`src/rtl/tank_heading_ctrl_if.sv`:
```
// Trig ROM request/acknowledge bus between the heading controller and the shared sine/cosine ROM.
// The master issues req/addr and the slave answers with a one-cycle ack that carries the Q1.7 pair.
interface tank_heading_ctrl_if #(
    parameter int ANGLE_W = 5
);
    logic               req;
    logic [ANGLE_W-1:0] addr;
    logic               ack;
    logic [7:0]         sine;
    logic [7:0]         cosine;

    modport master (
        output req,
        output addr,
        input  ack,
        input  sine,
        input  cosine
    );

    modport slave (
        input  req,
        input  addr,
        output ack,
        output sine,
        output cosine
    );
endinterface

```
`src/rtl/tank_heading_ctrl.sv`:
```
// Steps the tank heading once every ROT_DIV frames, fetches the matching sin/cos pair from the trig ROM,
// and commits the pair together with the new heading during blanking so no visible line sees a mixed pair.
module tank_heading_ctrl #(
    parameter int ANGLE_STEPS = 32,
    parameter int ANGLE_W     = 5,
    parameter int ROT_DIV     = 4
) (
    input  logic                clk_i,
    input  logic                rst_ni,
    input  logic                frame_tick_i,
    input  logic                blank_i,
    input  logic                rot_left_i,
    input  logic                rot_right_i,
    tank_heading_ctrl_if.master rom,
    output logic [7:0]          sin2_o,
    output logic [7:0]          cos2_o,
    output logic [ANGLE_W-1:0]  angle_o,
    output logic                busy_o,
    output logic                upd_done_o
);

    typedef enum logic [1:0] {
        IDLE,
        FETCH,
        COMMIT
    } state_e;

    localparam logic [ANGLE_W-1:0] IDX_MAX  = ANGLE_W'(ANGLE_STEPS - 1);
    localparam logic [ANGLE_W-1:0] IDX_ONE  = ANGLE_W'(1);
    localparam logic [7:0]         DIV_LAST = 8'(ROT_DIV - 1);

    state_e             state_q, state_d;
    logic [ANGLE_W-1:0] angle_q, angle_d;
    logic [ANGLE_W-1:0] pend_q, pend_d;
    logic [7:0]         div_q, div_d;
    logic [7:0]         sin_sh_q, sin_sh_d;
    logic [7:0]         cos_sh_q, cos_sh_d;
    logic [7:0]         sin2_q, sin2_d;
    logic [7:0]         cos2_q, cos2_d;
    logic               req_q, req_d;
    logic [ANGLE_W-1:0] addr_q, addr_d;
    logic               busy_q, busy_d;
    logic               done_q, done_d;

    always_ff @(posedge clk_i or negedge rst_ni) begin
        if (!rst_ni) begin
            state_q  <= IDLE;
            angle_q  <= '0;
            pend_q   <= '0;
            div_q    <= '0;
            sin_sh_q <= 8'h00;
            cos_sh_q <= 8'h7F;
            sin2_q   <= 8'h00;
            cos2_q   <= 8'h7F;
            req_q    <= 1'b0;
            addr_q   <= '0;
            busy_q   <= 1'b0;
            done_q   <= 1'b0;
        end else begin
            state_q  <= state_d;
            angle_q  <= angle_d;
            pend_q   <= pend_d;
            div_q    <= div_d;
            sin_sh_q <= sin_sh_d;
            cos_sh_q <= cos_sh_d;
            sin2_q   <= sin2_d;
            cos2_q   <= cos2_d;
            req_q    <= req_d;
            addr_q   <= addr_d;
            busy_q   <= busy_d;
            done_q   <= done_d;
        end
    end

    always_comb begin
        state_d  = state_q;
        angle_d  = angle_q;
        pend_d   = pend_q;
        div_d    = div_q;
        sin_sh_d = sin_sh_q;
        cos_sh_d = cos_sh_q;
        sin2_d   = sin2_q;
        cos2_d   = cos2_q;
        req_d    = req_q;
        addr_d   = addr_q;
        done_d   = 1'b0;

        unique case (state_q)
            IDLE: begin
                if (frame_tick_i) begin
                    if (div_q == DIV_LAST) begin
                        div_d = '0;
                        // Exactly one button must be held; both or neither leaves the heading alone.
                        if (rot_left_i ^ rot_right_i) begin
                            if (rot_left_i) begin
                                pend_d = (angle_q == IDX_MAX) ? '0 : angle_q + IDX_ONE;
                            end else begin
                                pend_d = (angle_q == '0) ? IDX_MAX : angle_q - IDX_ONE;
                            end
                            addr_d  = pend_d;
                            req_d   = 1'b1;
                            state_d = FETCH;
                        end
                    end else begin
                        div_d = div_q + 8'd1;
                    end
                end
            end
            FETCH: begin
                if (rom.ack) begin
                    sin_sh_d = rom.sine;
                    cos_sh_d = rom.cosine;
                    req_d    = 1'b0;
                    state_d  = COMMIT;
                end
            end
            COMMIT: begin
                // Heading and both trig values move on the same edge, and only outside active display.
                if (!blank_i) begin
                    sin2_d  = sin_sh_q;
                    cos2_d  = cos_sh_q;
                    angle_d = pend_q;
                    done_d  = 1'b1;
                    state_d = IDLE;
                end
            end
            default: begin
                state_d = IDLE;
                req_d   = 1'b0;
            end
        endcase

        busy_d = (state_d != IDLE);
    end

    assign rom.req    = req_q;
    assign rom.addr   = addr_q;
    assign sin2_o     = sin2_q;
    assign cos2_o     = cos2_q;
    assign angle_o    = angle_q;
    assign busy_o     = busy_q;
    assign upd_done_o = done_q;

endmodule

```
`src/flat_wrapper.sv`:
```
// flat-port wrapper written by rule: the top's interface ports become plain ports
module tank_heading_ctrl_flat 
#(
    parameter int ANGLE_STEPS = 32,
    parameter int ANGLE_W     = 5,
    parameter int ROT_DIV     = 4
)
  (clk_i, rst_ni, frame_tick_i, blank_i, rot_left_i, rot_right_i, sin2_o, cos2_o, angle_o, busy_o, upd_done_o, rom_req, rom_addr, rom_ack, rom_sine, rom_cosine);
  tank_heading_ctrl_if #(.ANGLE_W(ANGLE_W)) rom_i ();
  input  logic clk_i;
  input  logic rst_ni;
  input  logic frame_tick_i;
  input  logic blank_i;
  input  logic rot_left_i;
  input  logic rot_right_i;
  output logic [7:0] sin2_o;
  output logic [7:0] cos2_o;
  output logic [ANGLE_W-1:0] angle_o;
  output logic busy_o;
  output logic upd_done_o;
  output wire logic [$bits(rom_i.req)-1:0] rom_req;
  output wire logic [$bits(rom_i.addr)-1:0] rom_addr;
  input wire logic [$bits(rom_i.ack)-1:0] rom_ack;
  input wire logic [$bits(rom_i.sine)-1:0] rom_sine;
  input wire logic [$bits(rom_i.cosine)-1:0] rom_cosine;
  assign rom_req = rom_i.req;
  assign rom_addr = rom_i.addr;
  assign rom_i.ack = rom_ack;
  assign rom_i.sine = rom_sine;
  assign rom_i.cosine = rom_cosine;
  tank_heading_ctrl #(.ANGLE_STEPS(ANGLE_STEPS), .ANGLE_W(ANGLE_W), .ROT_DIV(ROT_DIV)) u_core (.clk_i(clk_i), .rst_ni(rst_ni), .frame_tick_i(frame_tick_i), .blank_i(blank_i), .rot_left_i(rot_left_i), .rot_right_i(rot_right_i), .rom(rom_i), .sin2_o(sin2_o), .cos2_o(cos2_o), .angle_o(angle_o), .busy_o(busy_o), .upd_done_o(upd_done_o));
endmodule
```
`config.mk`:
```
export PLATFORM = sky130hd
export DESIGN_NAME = tank_heading_ctrl_flat
export DESIGN_NICKNAME = d
export VERILOG_FILES = /design/src/rtl/tank_heading_ctrl_if.sv /design/src/rtl/tank_heading_ctrl.sv /design/src/flat_wrapper.sv
export SDC_FILE = /design/constraint.sdc
export NUM_CORES = 1
export LEC_CHECK = 0
export CAP_MARGIN = 20
export CORE_MARGIN = 8
export CORE_UTILIZATION = 39
export DETAILED_ROUTE_END_ITERATION = 8
export PLACE_DENSITY = 0.76
export SLEW_MARGIN = 40
export SYNTH_ARGS = -nofsm -noshare
export SYNTH_HDL_FRONTEND = slang
export SYNTH_SLANG_ARGS = --single-unit
```
`constraint.sdc`:
```
create_clock -name clk_i -period 1.65 [get_ports clk_i]
set_clock_uncertainty 0.1 [all_clocks]
set_input_delay 0.4125 -clock clk_i [delete_from_list [all_inputs] [get_ports clk_i]]
set_output_delay 0.4125 -clock clk_i [all_outputs]
set_load 0.05 [all_outputs]
```
* Word level (Yosys, flattened, before mapping)
Index checks and enable logic that the tools add are counted.
** Word-level totals
- Flip-flop bits (word level) :: 55
- Input bits :: 23
- Word-level logic and storage cells :: 50
** Cells by class
- Add/sub/neg operators :: 3
- Eq/ne operators :: 8
- Mux-type cells :: 17
- Bitwise logic cells :: 3
- Reduce and logical (&&, ||, !) cells :: 8
** Operators by type and width (number)
- 5-bit two-way mux :: 3
- 2-bit two-way mux :: 5
- 8-bit by 1-bit adder with 8-bit output, second input constant :: 1
- 8-bit by 2-bit equality test with 1-bit output, second input constant :: 1
- 8-bit two-way mux :: 1
- 1-bit two-way mux :: 6
- 2-bit case mux with 3 select lines :: 1
- 2-bit AND reduction :: 3
- 5-bit by 1-bit adder with 5-bit output, second input constant :: 1
- 5-bit equality test, second input constant :: 1
- 5-bit logical NOT :: 1
- 5-bit AND reduction :: 1
- 5-bit by 1-bit subtractor with 5-bit output, second input constant :: 1
- 2-bit by 1-bit inequality test with 1-bit output, second input constant :: 2
- 2-bit inequality test, second input constant :: 2
- 4-bit AND reduction :: 1
- 1-bit case mux with 3 select lines :: 1
- 2-bit by 1-bit equality test with 1-bit output, second input constant :: 1
- 2-bit equality test, second input constant :: 1
- 2-bit logical NOT :: 1
- 1-bit inverter :: 2
- 2-bit nonzero test :: 1
- 1-bit bitwise XOR :: 1

* Depth between registers and ports, before layout
- Depth after elaboration :: 6
- Gate-level depth with buffers :: 7
- Gate-level depth less buffers :: 7

* Worst setup path before layout
No wires, ideal clock.
- Path kind :: reg-to-reg
- Start point :: register u_core.angle_q[1], in the netlist u_core.angle_o[1]
- End point :: register u_core.pend_q[3]
- Library setup time :: 125 ps
- Data arrival time :: 1701 ps
- Required time :: 1425 ps
- Slack :: -275 ps
- Cell stages (with the launch flop) :: 7
- Path buffers :: 0
- Period minus slack after synthesis :: 1925 ps
- Cells stage by stage :: dfrtp_1 -> ha_1 -> and3_1 -> ha_1 -> nand2b_1 -> o221ai_1 -> mux2_2
** On the way
- Longest elaborated chain between the ends :: 3
** Ends and longest elaborated chain
- start: declaration :: line tank_heading_ctrl.sv:33 : logic [ANGLE_W-1:0] angle_q, angle_d;
- start signal: assignment :: line tank_heading_ctrl.sv:61 : angle_q <= angle_d;
- 5-bit by 1-bit subtractor with 5-bit output, or another cell as far along :: line tank_heading_ctrl.sv:98 : pend_d = (angle_q == '0) ? IDX_MAX : angle_q - IDX_ONE;
- 5-bit two-way mux (on tied branches) :: line tank_heading_ctrl.sv:98, tank_heading_ctrl.sv:96
- 5-bit two-way mux (*) :: line tank_heading_ctrl.sv:95 : if (rot_left_i) begin
- end signal: assignment :: line tank_heading_ctrl.sv:62 : pend_q <= pend_d;
- end: declaration :: line tank_heading_ctrl.sv:34 : logic [ANGLE_W-1:0] pend_q, pend_d;
Every way passes the cells marked *; elsewhere a longest branch is shown, timed or not.
A chain may end at the register's enable or synchronous reset.

* Final worst setup path
- Start point :: input port blank_i
- End point :: register u_core.sin2_q[4], in the netlist u_core.sin2_o[4]
** On the way
- Longest elaborated chain between the ends :: 2
** Ends and longest elaborated chain
- start: declaration :: line flat_wrapper.sv:13 : input logic blank_i;
- 1-bit inverter (no source line)
- 2-bit AND reduction (no source line)
- end signal: assignment :: line tank_heading_ctrl.sv:66 : sin2_q <= sin2_d;
- end: declaration :: line tank_heading_ctrl.sv:38 : logic [7:0] sin2_q, sin2_d;
Every way passes these cells.

==> results.yml <==
final_layout:
  nNetsFinal: 269
  syn_to_final_growth_pct: 51.60
  drive_above_1_share_pct: 54.73
  seq_area_sq_mm: 0.001400
  multi_input_area_sq_mm: 0.001022
  finish.instance_area_sq_mm: 0.003617
  diodes: 0
  fin_cells: 318
  fillers: 468
timing:
  timing.setup.tns_ps: 0
  setup_viol: 0
  fmax_ghz: 0.6175
  holdWs_ps: 403.0
  post-route-period-util_pct: 98.15
  layout_min_cycle_time_ps: 1620
  slew_violations: 0
  fin_ws_ps: 30.44
  slew_headroom_pct: 79.50
  tightestPinTransition_ps: 307.5
  rsz0062_at_grt: "true"
  finalHoldViolCount: 0
floorplanning:
  start_util_pct: 40.30
  io_pins: 52
  rows: 28
  core_sq_mm: 0.005921
  dieWidth_um: 94.22
  dieArea_sq_mm: 0.008876
  die_y_um: 94.22
flow_run:
  maxCapViolCount: 0
place:
  dp_hpwl_um: 3464
  placedInstanceArea_sq_mm: 0.003458
  dp_slack_ps: -330.6
  dp.cells: 309
  port_buffers: 51
  gp_congestion: 0.7846
worst_setup_path:
  cp-start-kind: "primary input"
  critPathCaptureType: "register"
  ff2ff_path_depth: 4
  path_depth: 4
  cp_top_family: "buffers and inverters"
  path_max_fanout: 14
  worst-path-buf-inv: 2
  critPathArrivalTime_ps: 1710
  path_cells: "clkdlybuf4s50_1 > nor3b_4 > buf_4 > mux2_2"
  critPathMaxStageDelay_ps: 470
  path_class: "in -> reg"
  required_ps: 1740
  critPathSlowestCell: "clkdlybuf4s50_1"
global_routing:
  top_usage_layer: "met2"
  gr-usage-met2_pct: 18.13
  grt_util_met1_pct: 13.38
  grt_first_pass_wirelength_um: 7838
  grt_max_degree: 56
  grt_pass1_vias: 1655
  grt_overflow: 0
  track_usage_pct: 10.94
  antenna_found_initial: 0
  met3_usage_pct: 3.437
status:
  status: "finished, final reports clean"
route:
  ant_nets: 0
  drt-vias-per-instance: 4.818
  wl_per_cell_um: 14.45
  dr_total_vias: 1532
  drt_wl_total_um: 4595
  drc: 0
  first_pass_iters: 4
  drt_iter0_markers: 31
clock_tree:
  tritoncts: "done"
  cts_sinks: 55
  clkLatencyLatePin_ps: 300
  clockRootBuffer: "clkbuf_8"
  cts_buffers: 5
  clk_pin_slew_ps: 90
  htree_levels: 2
  cts_buffer_depth: 2
synthesis:
  synthArstFlopShare_pct: 100.0
  synth_nets: 199
  yosysWarningCount: 0
  syn_area_per_cell_sq_um: 13.87
  synth.top_cell.area_share_pct: 43.00
  synthFlopType: "dfrtp_1"
  synth_commonest_cells: "dfrtp_1 (41), mux2_2 (41), dfstp_2 (14)"
  yosysSeqAreaShare_pct: 58.42
  synth_cells: 172
  synth_area_leader_cell: "dfrtp_1"
  synth.area.top_cells: "dfrtp_1 (43%), mux2_2 (19%), dfstp_2 (15%)"
  synth_edf_count: 0
  synth_seq_cells: 55
  syn-cell-area_sq_mm: 0.002386
  yosysUniqueCellTypes: 36
power:
  p_leak_nw: 1.609
  p_per_area_mw_per_mm2: 1809
  vdd_drop_max_v: 0.001065
hold_path:
  min_path_cells: 1
  hp-class: "reg -> reg"
-- flip-flops by register name (all words and copies together), names as in the netlist --
signal             count
u_core.cos2_o          8
u_core.cos_sh_q        8
u_core.div_q           8
u_core.sin2_o          8
u_core.sin_sh_q        8
u_core.angle_o         5
u_core.pend_q          5
u_core.state_q         2
u_core.busy_o          1
u_core.rom.req         1
u_core.upd_done_o      1
-- layer usage --
layer / part of all wire [%] / vias up
met5: 0 / -
met4: 0.57 / 0
met3: 5.7 / 5
met2: 51 / 32
met1: 43 / 760
li1: - / 735
-- where the power goes --
group	total [W]	switching, W	internal, W	leakage (nW)
registers	0.00248	0.000502	0.00198	0.674
clock network	0.000871	0.000417	0.000453	0.0514
logic	0.00319	0.00148	0.00172	0.883
total	0.00654	0.00239	0.00415	1.61
-- logic make-up after synthesis --
logic type                 Yosys count  share of synthesized area (%)
xor gates and xnor gates            11                          4.353
DFF                                 55                          58.42
AOI/OAI and AO/OA                   11                          3.041
and+or+nand+nor                     37                          9.649
muxes                               42                          19.77
buffers and inverters               12                          2.674
adders and majority gates            4                          2.098
-- path summary, 6_finish.rpt --
check                              startpoint               end  slack (ps)
setup / recovery                      blank_i  u_core.sin2_o[4]          30
hold / removal             u_core.cos_sh_q[7]  u_core.cos2_o[7]         400
setup reg to reg            u_core.state_q[0]   u_core.div_q[7]          40
hold reg to reg            u_core.cos_sh_q[7]  u_core.cos2_o[7]         400
max in group asynchronous              rst_ni  u_core.cos2_o[3]         620
min in group asynchronous              rst_ni    u_core.rom.req         530
-- per-stage QoR --
stage,util (%),power (W)
floorplan,-,0.004080
detailed placement,58.41,0.005687
global route,61.09,0.006886
CTS,60.46,0.006577
global placement,58.41,0.005620
finish,61.09,0.006542
-- cell usage in the layout, fill, tap and decap left out, drive strengths merged, types with 4 or more instances in the layout --
| cell | Yosys | routed |
|---|---|---|
| buf | 6 | 48 |
| nand2 | 12 | 12 |
| xnor2 | 7 | 7 |
| xor2 | 4 | 4 |
| nor2 | 4 | 4 |
| dfrtp | 41 | 41 |
| dfstp | 14 | 14 |
| and3 | 4 | 4 |
| inv | 5 | 5 |
| clkbuf | 1 | 6 |
| clkdlybuf4s50 | 0 | 20 |
| mux2 | 41 | 41 |
| ha | 4 | 4 |
-- final cells by class --
type / instances / area share (%)
Sequential cell: 55 / 38.71
Multi-Input combinational cell: 105 / 28.26
Timing Repair Buffer: 70 / 26.88
Tap cell: 75 / 2.594
Clock buffer: 6 / 2.006
Clock inverter: 2 / 1.038
Inverter: 5 / 0.5189
-- timing repair --
action,in CTS,in global routing
resized for setup,1,12
hold buffers,1,0
gates cloned,0,0
endpoints found under the setup margin,6,6
endpoints found under the hold margin,5,0
setup buffers,0,0
pin swaps,2,4
-- worst reg2reg max path, cell delays in order (launching register included) --
cell and delay [ps]:
dfrtp_2 490, nor3b_4 290, nand4_1 160, nor2_2 160, mux2_4 300
Note: power is estimated with default switching activity, not from simulation.
